==> src/rtl/ex_mem_skid_reg_if.sv <==
// EX->MEM handshake bundle: EX-side inputs, MEM-side outputs, flush and stall counter.
// The slave modport is the pipeline register's view; master is the surrounding pipeline.
interface ex_mem_skid_reg_if #(
    parameter int DATA_WIDTH     = 32,
    parameter int REG_ADDR_WIDTH = 5,
    parameter int CTRL_WIDTH     = 8
);
    logic                      flush;
    logic                      in_valid;
    logic                      in_ready;
    logic [DATA_WIDTH-1:0]     ALUResultE;
    logic [DATA_WIDTH-1:0]     WriteDataE;
    logic [REG_ADDR_WIDTH-1:0] RdE;
    logic [DATA_WIDTH-1:0]     PCTargetE;
    logic [DATA_WIDTH-1:0]     PCPlus4E;
    logic [CTRL_WIDTH-1:0]     CtrlE;
    logic                      out_valid;
    logic                      out_ready;
    logic [DATA_WIDTH-1:0]     ALUResultM;
    logic [DATA_WIDTH-1:0]     WriteDataM;
    logic [REG_ADDR_WIDTH-1:0] RdM;
    logic [DATA_WIDTH-1:0]     PCTargetM;
    logic [DATA_WIDTH-1:0]     PCPlus4M;
    logic [CTRL_WIDTH-1:0]     CtrlM;
    logic [31:0]               stall_count;

    modport master (
        output flush, in_valid, ALUResultE, WriteDataE, RdE, PCTargetE, PCPlus4E, CtrlE,
        output out_ready,
        input  in_ready, out_valid, ALUResultM, WriteDataM, RdM, PCTargetM, PCPlus4M,
        input  CtrlM, stall_count
    );

    modport slave (
        input  flush, in_valid, ALUResultE, WriteDataE, RdE, PCTargetE, PCPlus4E, CtrlE,
        input  out_ready,
        output in_ready, out_valid, ALUResultM, WriteDataM, RdM, PCTargetM, PCPlus4M,
        output CtrlM, stall_count
    );
endinterface

==> src/rtl/ex_mem_skid_reg.sv <==
// EX->MEM pipeline register with 2-entry skid buffer; in_ready is registered so MEM stalls
// never form a combinational path into EX. Optional stall counter: define EXMEM_STALL_CNT_EN.
module ex_mem_skid_reg #(
    parameter int DATA_WIDTH     = 32,
    parameter int REG_ADDR_WIDTH = 5,
    parameter int CTRL_WIDTH     = 8
) (
    input logic              clk,
    input logic              rst,
    ex_mem_skid_reg_if.slave bus
);
    localparam int PAY_W = 4*DATA_WIDTH + REG_ADDR_WIDTH + CTRL_WIDTH;

    typedef enum logic [1:0] {
        ST_EMPTY = 2'd0,
        ST_ONE   = 2'd1,
        ST_TWO   = 2'd2
    } state_t;

    state_t           state_reg, state_next;
    logic             in_ready_reg;
    logic [PAY_W-1:0] main_reg;
    logic [PAY_W-1:0] skid_reg;
    logic [PAY_W-1:0] in_payload;
    logic             load_main_in, load_main_skid, load_skid;
    logic             accept, take, out_valid;
    logic [CTRL_WIDTH-1:0] main_ctrl;

    assign in_payload = {bus.ALUResultE, bus.WriteDataE, bus.RdE,
                         bus.PCTargetE, bus.PCPlus4E, bus.CtrlE};

    assign out_valid = (state_reg != ST_EMPTY);
    assign accept    = bus.in_valid & in_ready_reg;
    assign take      = out_valid & bus.out_ready;

    always_comb begin
        state_next     = state_reg;
        load_main_in   = 1'b0;
        load_main_skid = 1'b0;
        load_skid      = 1'b0;
        case (state_reg)
            ST_EMPTY: begin
                if (accept) begin
                    load_main_in = 1'b1;
                    state_next   = ST_ONE;
                end
            end
            ST_ONE: begin
                if (accept && take) begin
                    load_main_in = 1'b1;
                end else if (accept) begin
                    load_skid  = 1'b1;
                    state_next = ST_TWO;
                end else if (take) begin
                    state_next = ST_EMPTY;
                end
            end
            ST_TWO: begin
                if (take) begin
                    load_main_skid = 1'b1;
                    state_next     = ST_ONE;
                end
            end
            default: state_next = ST_EMPTY;
        endcase
        // Flush wins: drop held entries and the incoming one; a concurrent take still completes.
        if (bus.flush) begin
            state_next     = ST_EMPTY;
            load_main_in   = 1'b0;
            load_main_skid = 1'b0;
            load_skid      = 1'b0;
        end
    end

    always_ff @(posedge clk or posedge rst) begin
        if (rst) begin
            state_reg    <= ST_EMPTY;
            in_ready_reg <= 1'b1;
            main_reg     <= '0;
            skid_reg     <= '0;
        end else begin
            state_reg    <= state_next;
            in_ready_reg <= (state_next != ST_TWO);
            if (load_main_in) begin
                main_reg <= in_payload;
            end else if (load_main_skid) begin
                main_reg <= skid_reg;
            end
            if (load_skid) begin
                skid_reg <= in_payload;
            end
        end
    end

    assign bus.in_ready  = in_ready_reg;
    assign bus.out_valid = out_valid;
    assign {bus.ALUResultM, bus.WriteDataM, bus.RdM,
            bus.PCTargetM, bus.PCPlus4M, main_ctrl} = main_reg;

    // Bubbles must never assert RegWrite/MemWrite downstream.
    for (genvar gi = 0; gi < CTRL_WIDTH; gi++) begin : g_ctrl_gate
        assign bus.CtrlM[gi] = main_ctrl[gi] & out_valid;
    end

`ifdef EXMEM_STALL_CNT_EN
    logic [31:0] stall_count_reg;

    always_ff @(posedge clk or posedge rst) begin
        if (rst) begin
            stall_count_reg <= 32'd0;
        end else if (out_valid && !bus.out_ready && (stall_count_reg != 32'hFFFF_FFFF)) begin
            stall_count_reg <= stall_count_reg + 32'd1;
        end
    end

    assign bus.stall_count = stall_count_reg;
`else
    assign bus.stall_count = 32'd0;
`endif
endmodule

==> src/flat_wrapper.sv <==
// flat-port wrapper written by rule: the top's interface ports become plain ports
module ex_mem_skid_reg_flat 
#(
    parameter int DATA_WIDTH     = 32,
    parameter int REG_ADDR_WIDTH = 5,
    parameter int CTRL_WIDTH     = 8
)
  (clk, rst, bus_flush, bus_in_valid, bus_ALUResultE, bus_WriteDataE, bus_RdE, bus_PCTargetE, bus_PCPlus4E, bus_CtrlE, bus_out_ready, bus_in_ready, bus_out_valid, bus_ALUResultM, bus_WriteDataM, bus_RdM, bus_PCTargetM, bus_PCPlus4M, bus_CtrlM, bus_stall_count);
  ex_mem_skid_reg_if #(.DATA_WIDTH(DATA_WIDTH), .REG_ADDR_WIDTH(REG_ADDR_WIDTH), .CTRL_WIDTH(CTRL_WIDTH)) bus_i ();
  input logic clk;
  input logic rst;
  input wire logic [$bits(bus_i.flush)-1:0] bus_flush;
  input wire logic [$bits(bus_i.in_valid)-1:0] bus_in_valid;
  input wire logic [$bits(bus_i.ALUResultE)-1:0] bus_ALUResultE;
  input wire logic [$bits(bus_i.WriteDataE)-1:0] bus_WriteDataE;
  input wire logic [$bits(bus_i.RdE)-1:0] bus_RdE;
  input wire logic [$bits(bus_i.PCTargetE)-1:0] bus_PCTargetE;
  input wire logic [$bits(bus_i.PCPlus4E)-1:0] bus_PCPlus4E;
  input wire logic [$bits(bus_i.CtrlE)-1:0] bus_CtrlE;
  input wire logic [$bits(bus_i.out_ready)-1:0] bus_out_ready;
  output wire logic [$bits(bus_i.in_ready)-1:0] bus_in_ready;
  output wire logic [$bits(bus_i.out_valid)-1:0] bus_out_valid;
  output wire logic [$bits(bus_i.ALUResultM)-1:0] bus_ALUResultM;
  output wire logic [$bits(bus_i.WriteDataM)-1:0] bus_WriteDataM;
  output wire logic [$bits(bus_i.RdM)-1:0] bus_RdM;
  output wire logic [$bits(bus_i.PCTargetM)-1:0] bus_PCTargetM;
  output wire logic [$bits(bus_i.PCPlus4M)-1:0] bus_PCPlus4M;
  output wire logic [$bits(bus_i.CtrlM)-1:0] bus_CtrlM;
  output wire logic [$bits(bus_i.stall_count)-1:0] bus_stall_count;
  assign bus_i.flush = bus_flush;
  assign bus_i.in_valid = bus_in_valid;
  assign bus_i.ALUResultE = bus_ALUResultE;
  assign bus_i.WriteDataE = bus_WriteDataE;
  assign bus_i.RdE = bus_RdE;
  assign bus_i.PCTargetE = bus_PCTargetE;
  assign bus_i.PCPlus4E = bus_PCPlus4E;
  assign bus_i.CtrlE = bus_CtrlE;
  assign bus_i.out_ready = bus_out_ready;
  assign bus_in_ready = bus_i.in_ready;
  assign bus_out_valid = bus_i.out_valid;
  assign bus_ALUResultM = bus_i.ALUResultM;
  assign bus_WriteDataM = bus_i.WriteDataM;
  assign bus_RdM = bus_i.RdM;
  assign bus_PCTargetM = bus_i.PCTargetM;
  assign bus_PCPlus4M = bus_i.PCPlus4M;
  assign bus_CtrlM = bus_i.CtrlM;
  assign bus_stall_count = bus_i.stall_count;
  ex_mem_skid_reg #(.DATA_WIDTH(DATA_WIDTH), .REG_ADDR_WIDTH(REG_ADDR_WIDTH), .CTRL_WIDTH(CTRL_WIDTH)) u_core (.clk(clk), .rst(rst), .bus(bus_i));
endmodule
==> config.mk <==
export PLATFORM = sky130hd
export DESIGN_NAME = ex_mem_skid_reg_flat
export DESIGN_NICKNAME = d
export VERILOG_FILES = /design/src/rtl/ex_mem_skid_reg_if.sv /design/src/rtl/ex_mem_skid_reg.sv /design/src/flat_wrapper.sv
export SDC_FILE = /design/constraint.sdc
export NUM_CORES = 1
export LEC_CHECK = 0
export CORE_ASPECT_RATIO = 1.75
export CORE_MARGIN = 3
export CORE_UTILIZATION = 48
export CTS_CLUSTER_SIZE = 24
export DETAILED_ROUTE_END_ITERATION = 7
export PLACE_DENSITY = 0.85
export RECOVER_POWER = 50
export SKIP_LAST_GASP = 1
export SLEW_MARGIN = 20
export SYNTH_ARGS = -nofsm -noshare
export SYNTH_HDL_FRONTEND = slang
export SYNTH_SLANG_ARGS = --single-unit
==> constraint.sdc <==
create_clock -name clk -period 14 [get_ports clk]
set_clock_uncertainty 0.1 [all_clocks]
set_input_delay 2.8 -clock clk [delete_from_list [all_inputs] [get_ports clk]]
set_output_delay 2.8 -clock clk [all_outputs]
set_load 0.01 [all_outputs]
==> flow_results.xml <==
<?xml version="1.0" encoding="UTF-8"?>
<metrics>
  <group name="placed_design">
    <metric name="hpwl" unit="mm">19.6</metric>
    <metric name="place_inst" unit="">1568</metric>
    <metric name="routabilityCongestion" unit="">0.815</metric>
    <metric name="dp_slack" unit="ns">7.95</metric>
    <metric name="buffer_ports.inserted" unit="">288</metric>
  </group>
  <group name="yosys">
    <metric name="synth_commonest_cells" unit="">284 x sky130_fd_sc_hd__dfrtp_1, 172 x sky130_fd_sc_hd__buf_4, 143 x sky130_fd_sc_hd__nand2_1</metric>
    <metric name="leading_post_synthesis_cells_by_cell_area" unit="">sky130_fd_sc_hd__dfrtp_1 54%, sky130_fd_sc_hd__mux2_1 12%, sky130_fd_sc_hd__mux2i_1 11%</metric>
    <metric name="synth.yosys.warnings" unit="">0</metric>
    <metric name="synth_edf_count" unit="">0</metric>
    <metric name="synth_cell_types" unit="">21</metric>
    <metric name="synth.yosys.seq_area_share" unit="%">54.4</metric>
    <metric name="yosys_register_bits" unit="">285</metric>
    <metric name="ys_async_sr_fraction" unit="%">100</metric>
    <metric name="synth.largest_area_cell" unit="">sky130_fd_sc_hd__dfrtp_1</metric>
    <metric name="synthesis.area_per_instance" unit="sq um">11.9</metric>
    <metric name="yosysMostFrequentCell" unit="">sky130_fd_sc_hd__dfrtp_1</metric>
    <metric name="synthCells" unit="">1101</metric>
    <metric name="yosysTopAreaCellShare" unit="%">54.2</metric>
    <metric name="synth_top_flop_cell" unit="">sky130_fd_sc_hd__dfrtp_1</metric>
    <metric name="synth.cell_area" unit="sq um">13100</metric>
  </group>
  <group name="outcome">
    <metric name="failed_checks" unit="">capacitance limit, slew limit</metric>
    <metric name="run_status" unit="">complete, but fails checks</metric>
  </group>
  <group name="clocking">
    <metric name="clock_tree.buffer_depth" unit="">3</metric>
    <metric name="clock_sinks" unit="">285</metric>
    <metric name="postCtsSetupRepairBufs" unit="">0</metric>
    <metric name="clk_latency" unit="ns">0.53</metric>
    <metric name="clk_pin_slew_worst_paths" unit="ns">0.06</metric>
    <metric name="post_cts_resize_count" unit="">0</metric>
    <metric name="clock_tree_from_tritoncts" unit="">done</metric>
    <metric name="cts-hold-fix-buffers" unit="">0</metric>
    <metric name="tritoncts_buffer_count" unit="">26</metric>
    <metric name="cts-htree-levels" unit="">1</metric>
    <metric name="clock_tree.root_cell" unit="">sky130_fd_sc_hd__clkbuf_16</metric>
  </group>
  <group name="die">
    <metric name="dieHeight" unit="um">225</metric>
    <metric name="fp.coreArea" unit="sq um">26800</metric>
    <metric name="floorplan.die_area" unit="sq um">29400</metric>
    <metric name="floorplan.die.width" unit="um">131</metric>
    <metric name="std_cell_rows" unit="">79</metric>
    <metric name="start_util" unit="%">49.0</metric>
    <metric name="i_o_pin_cnt" unit="">321</metric>
  </group>
  <group name="global_routing">
    <metric name="initial_antenna_violation_count" unit="">5</metric>
    <metric name="grt.overflow.total" unit="">0</metric>
    <metric name="grt_max_degree" unit="">123</metric>
    <metric name="gr-usage-all-layers" unit="%">19.1</metric>
    <metric name="first_global_vias" unit="">8677</metric>
    <metric name="global_route_wire_length_before_repair" unit="mm">44.9</metric>
  </group>
  <group name="drt">
    <metric name="initialDrtViolationCount" unit="">320</metric>
    <metric name="wl_met2" unit="mm">15.2</metric>
    <metric name="post-route-drc-count" unit="">0</metric>
    <metric name="detail-route-antenna-nets" unit="">0</metric>
    <metric name="routed-wl-met3" unit="mm">1.48</metric>
    <metric name="final_routed_wirelength_across_all_metal_layers" unit="mm">28.8</metric>
    <metric name="post_drt_wl_per_cell" unit="um">17.8</metric>
    <metric name="via_per_inst" unit="">5.01</metric>
    <metric name="wl_on_met1" unit="mm">10.4</metric>
    <metric name="vias" unit="">8114</metric>
    <metric name="route.top_layer_used" unit="">met5</metric>
    <metric name="drt_first_pass_iters" unit="">5</metric>
  </group>
  <group name="setup_path">
    <metric name="arrival_time_worst_endpoint" unit="ns">6.39</metric>
    <metric name="path_max_fanout" unit="">122</metric>
    <metric name="crit_chain" unit="">dlygate4sd3_1, clkinvlp_2</metric>
    <metric name="slowest_delay" unit="ns">2.95</metric>
    <metric name="critical_path.endpoint_type" unit="">asynchronous set/reset pin</metric>
    <metric name="path_class" unit="">primary input to asynchronous set/reset pin</metric>
    <metric name="critical_path_depth" unit="">2</metric>
    <metric name="timing.reg2reg.worst_path_depth" unit="">6</metric>
    <metric name="cp_slowest_cell" unit="">sky130_fd_sc_hd__clkinvlp_2</metric>
    <metric name="r2r_slack" unit="ns">9.94</metric>
    <metric name="critical-path-top-delay-family" unit="">buffers and inverters</metric>
    <metric name="crit-reg2reg-capture" unit="">u_core.main_reg[61]$_DFFE_PP0P_</metric>
    <metric name="worstPathRequired" unit="ns">13.58</metric>
    <metric name="critPathLaunchType" unit="">primary input</metric>
    <metric name="cp.buffers_inverters" unit="">2</metric>
    <metric name="r2r-start" unit="">u_core.state_reg[1]$_DFF_PP0_</metric>
  </group>
  <group name="hold_path">
    <metric name="holdCritPathClass" unit="">flop to flop</metric>
    <metric name="min_delay_path_depth" unit="">1</metric>
    <metric name="hold_start" unit="">u_core.skid_reg[76]$_DFFE_PP0P_</metric>
    <metric name="worstHoldEndpoint" unit="">u_core.skid_reg[76]$_DFFE_PP0P_</metric>
  </group>
  <group name="timing">
    <metric name="min_period" unit="ns">6.80</metric>
    <metric name="maximum_frequency_from_static_timing_analysis" unit="GHz">0.147</metric>
    <metric name="report.final.slew_viol_count" unit="">152</metric>
    <metric name="slew_headroom" unit="%">-256</metric>
    <metric name="timing.final.ws_setup" unit="ns">7.20</metric>
    <metric name="fin_crit_sh" unit="%">48.6</metric>
    <metric name="timing.setup.tns" unit="ns">0</metric>
    <metric name="grt_setup_unrepaired" unit="">false</metric>
    <metric name="setup_viol" unit="">0</metric>
    <metric name="worstMarginPinSlew" unit="ns">5.31</metric>
    <metric name="final-hold-violation-count" unit="">0</metric>
  </group>
  <group name="power_and_ir_drop">
    <metric name="clock_power_share" unit="%">31.7</metric>
    <metric name="p_int" unit="mW">1.72</metric>
    <metric name="power.share.combinational" unit="%">19.8</metric>
    <metric name="power.share.switching" unit="%">26.2</metric>
    <metric name="net-switching-power" unit="uW">611</metric>
    <metric name="power_frac_seq" unit="%">48.4</metric>
    <metric name="power_leakage" unit="nW">6.68</metric>
    <metric name="peakVddDrop" unit="mV">0.140</metric>
    <metric name="power_per_cell_area" unit="nW/um^2">146</metric>
  </group>
  <group name="finish">
    <metric name="area_of_combinational_cells_with_multiple_inputs" unit="sq um">4500</metric>
    <metric name="layout.nets" unit="">1379</metric>
    <metric name="area.growth.synth_to_final" unit="%">21.9</metric>
    <metric name="finalNonFillerCells" unit="">1619</metric>
    <metric name="postLayoutCoreUtil" unit="%">59.7</metric>
    <metric name="nFillCells" unit="">2143</metric>
    <metric name="fraction_of_final_layout_cells_sized_beyond_drive_strength_1" unit="%">4.56</metric>
    <metric name="sequential_cell_area" unit="sq um">7130</metric>
  </group>
  <group name="job">
    <metric name="maxCapViolations" unit="">2</metric>
  </group>
</metrics>
through the flow:
step	power [mW]	instance area (sq um)	hold slack, ns
after floorplan	1.46	13200	0.364
after global placement	1.60	15100	0.373
after detailed placement	1.63	15100	0.381
after CTS	2.38	16000	0.395
after global routing	2.45	16000	0.404
final	2.33	16000	0.390
cells by family (layout without fill, tap and decap cells):
kind of cell / count (synthesis) / after routing / synth area share (%)
flip-flops: 285 / 285 / 54.4
multiplexers: 282 / 282 / 22.9
buffers and inverters: 230 / 349 / 12.3
XOR/XNOR: 1 / 1 / 0.0667
AO/OA/AOI/OAI: 143 / 143 / 5.48
AND/OR/NAND/NOR: 159 / 159 / 4.92
other: 1 / 36 / 0.0286
final cells by class:
type,count,share of cell area [%]
Antenna cell,4,0.0626
Multi-Input combinational cell,617,28.1
Tap cell,364,2.85
Inverter,3,0.0782
Clock buffer,37,4.83
Timing Repair Buffer,300,18.7
Clock inverter,9,0.767
Sequential cell,285,44.6
how the worst max path moves through the flow:
stage | from | endpoint | slack [ns]
global route | rst | u_core.skid_reg[57]$_DFFE_PP0P_ | 6.44
global placement | bus_flush | u_core.main_reg[33]$_DFFE_PP0P_ | 8.01
finish | rst | u_core.skid_reg[57]$_DFFE_PP0P_ | 7.20
detailed placement | bus_flush | u_core.main_reg[43]$_DFFE_PP0P_ | 7.95
floorplan | rst | u_core.main_reg[0]$_DFFE_PP0P_ | 3.24
CTS | bus_flush | u_core.main_reg[61]$_DFFE_PP0P_ | 8.45
power by group through the flow:
stage / Sequential, mW / Combinational [mW] / Clock [mW]
after floorplan: 1.11 / 0.350 / 0
after global placement: 1.13 / 0.468 / 0
after detailed placement: 1.15 / 0.487 / 0
after CTS: 1.13 / 0.489 / 0.762
after global routing: 1.15 / 0.509 / 0.788
final: 1.13 / 0.462 / 0.740
per-layer routing:
metal / vias to the layer above / GRT usage, %
met5: - / 0
met4: 2 / 11.2
met3: 90 / 2.76
met2: 276 / 33.9
met1: 3946 / 21.1
li1: 3800 / -
layout by cell type (no fill, tap or decap), types with 4 or more instances in the layout:
master,Yosys,layout
sky130_fd_sc_hd__buf_4,172,9
sky130_fd_sc_hd__clkbuf_1,21,4
sky130_fd_sc_hd__clkbuf_16,0,27
sky130_fd_sc_hd__clkbuf_8,0,6
sky130_fd_sc_hd__clkdlybuf4s50_1,0,199
sky130_fd_sc_hd__clkinv_2,0,5
sky130_fd_sc_hd__conb_1,1,32
sky130_fd_sc_hd__dfrtp_1,284,284
sky130_fd_sc_hd__diode_2,0,4
sky130_fd_sc_hd__dlygate4sd3_1,0,89
sky130_fd_sc_hd__mux2_1,141,141
sky130_fd_sc_hd__mux2i_1,141,141
sky130_fd_sc_hd__nand2_1,143,143
sky130_fd_sc_hd__nor2b_1,9,9
sky130_fd_sc_hd__o21ai_0,1,21
sky130_fd_sc_hd__o21ai_1,141,121
(Power assumes the default switching activity.)
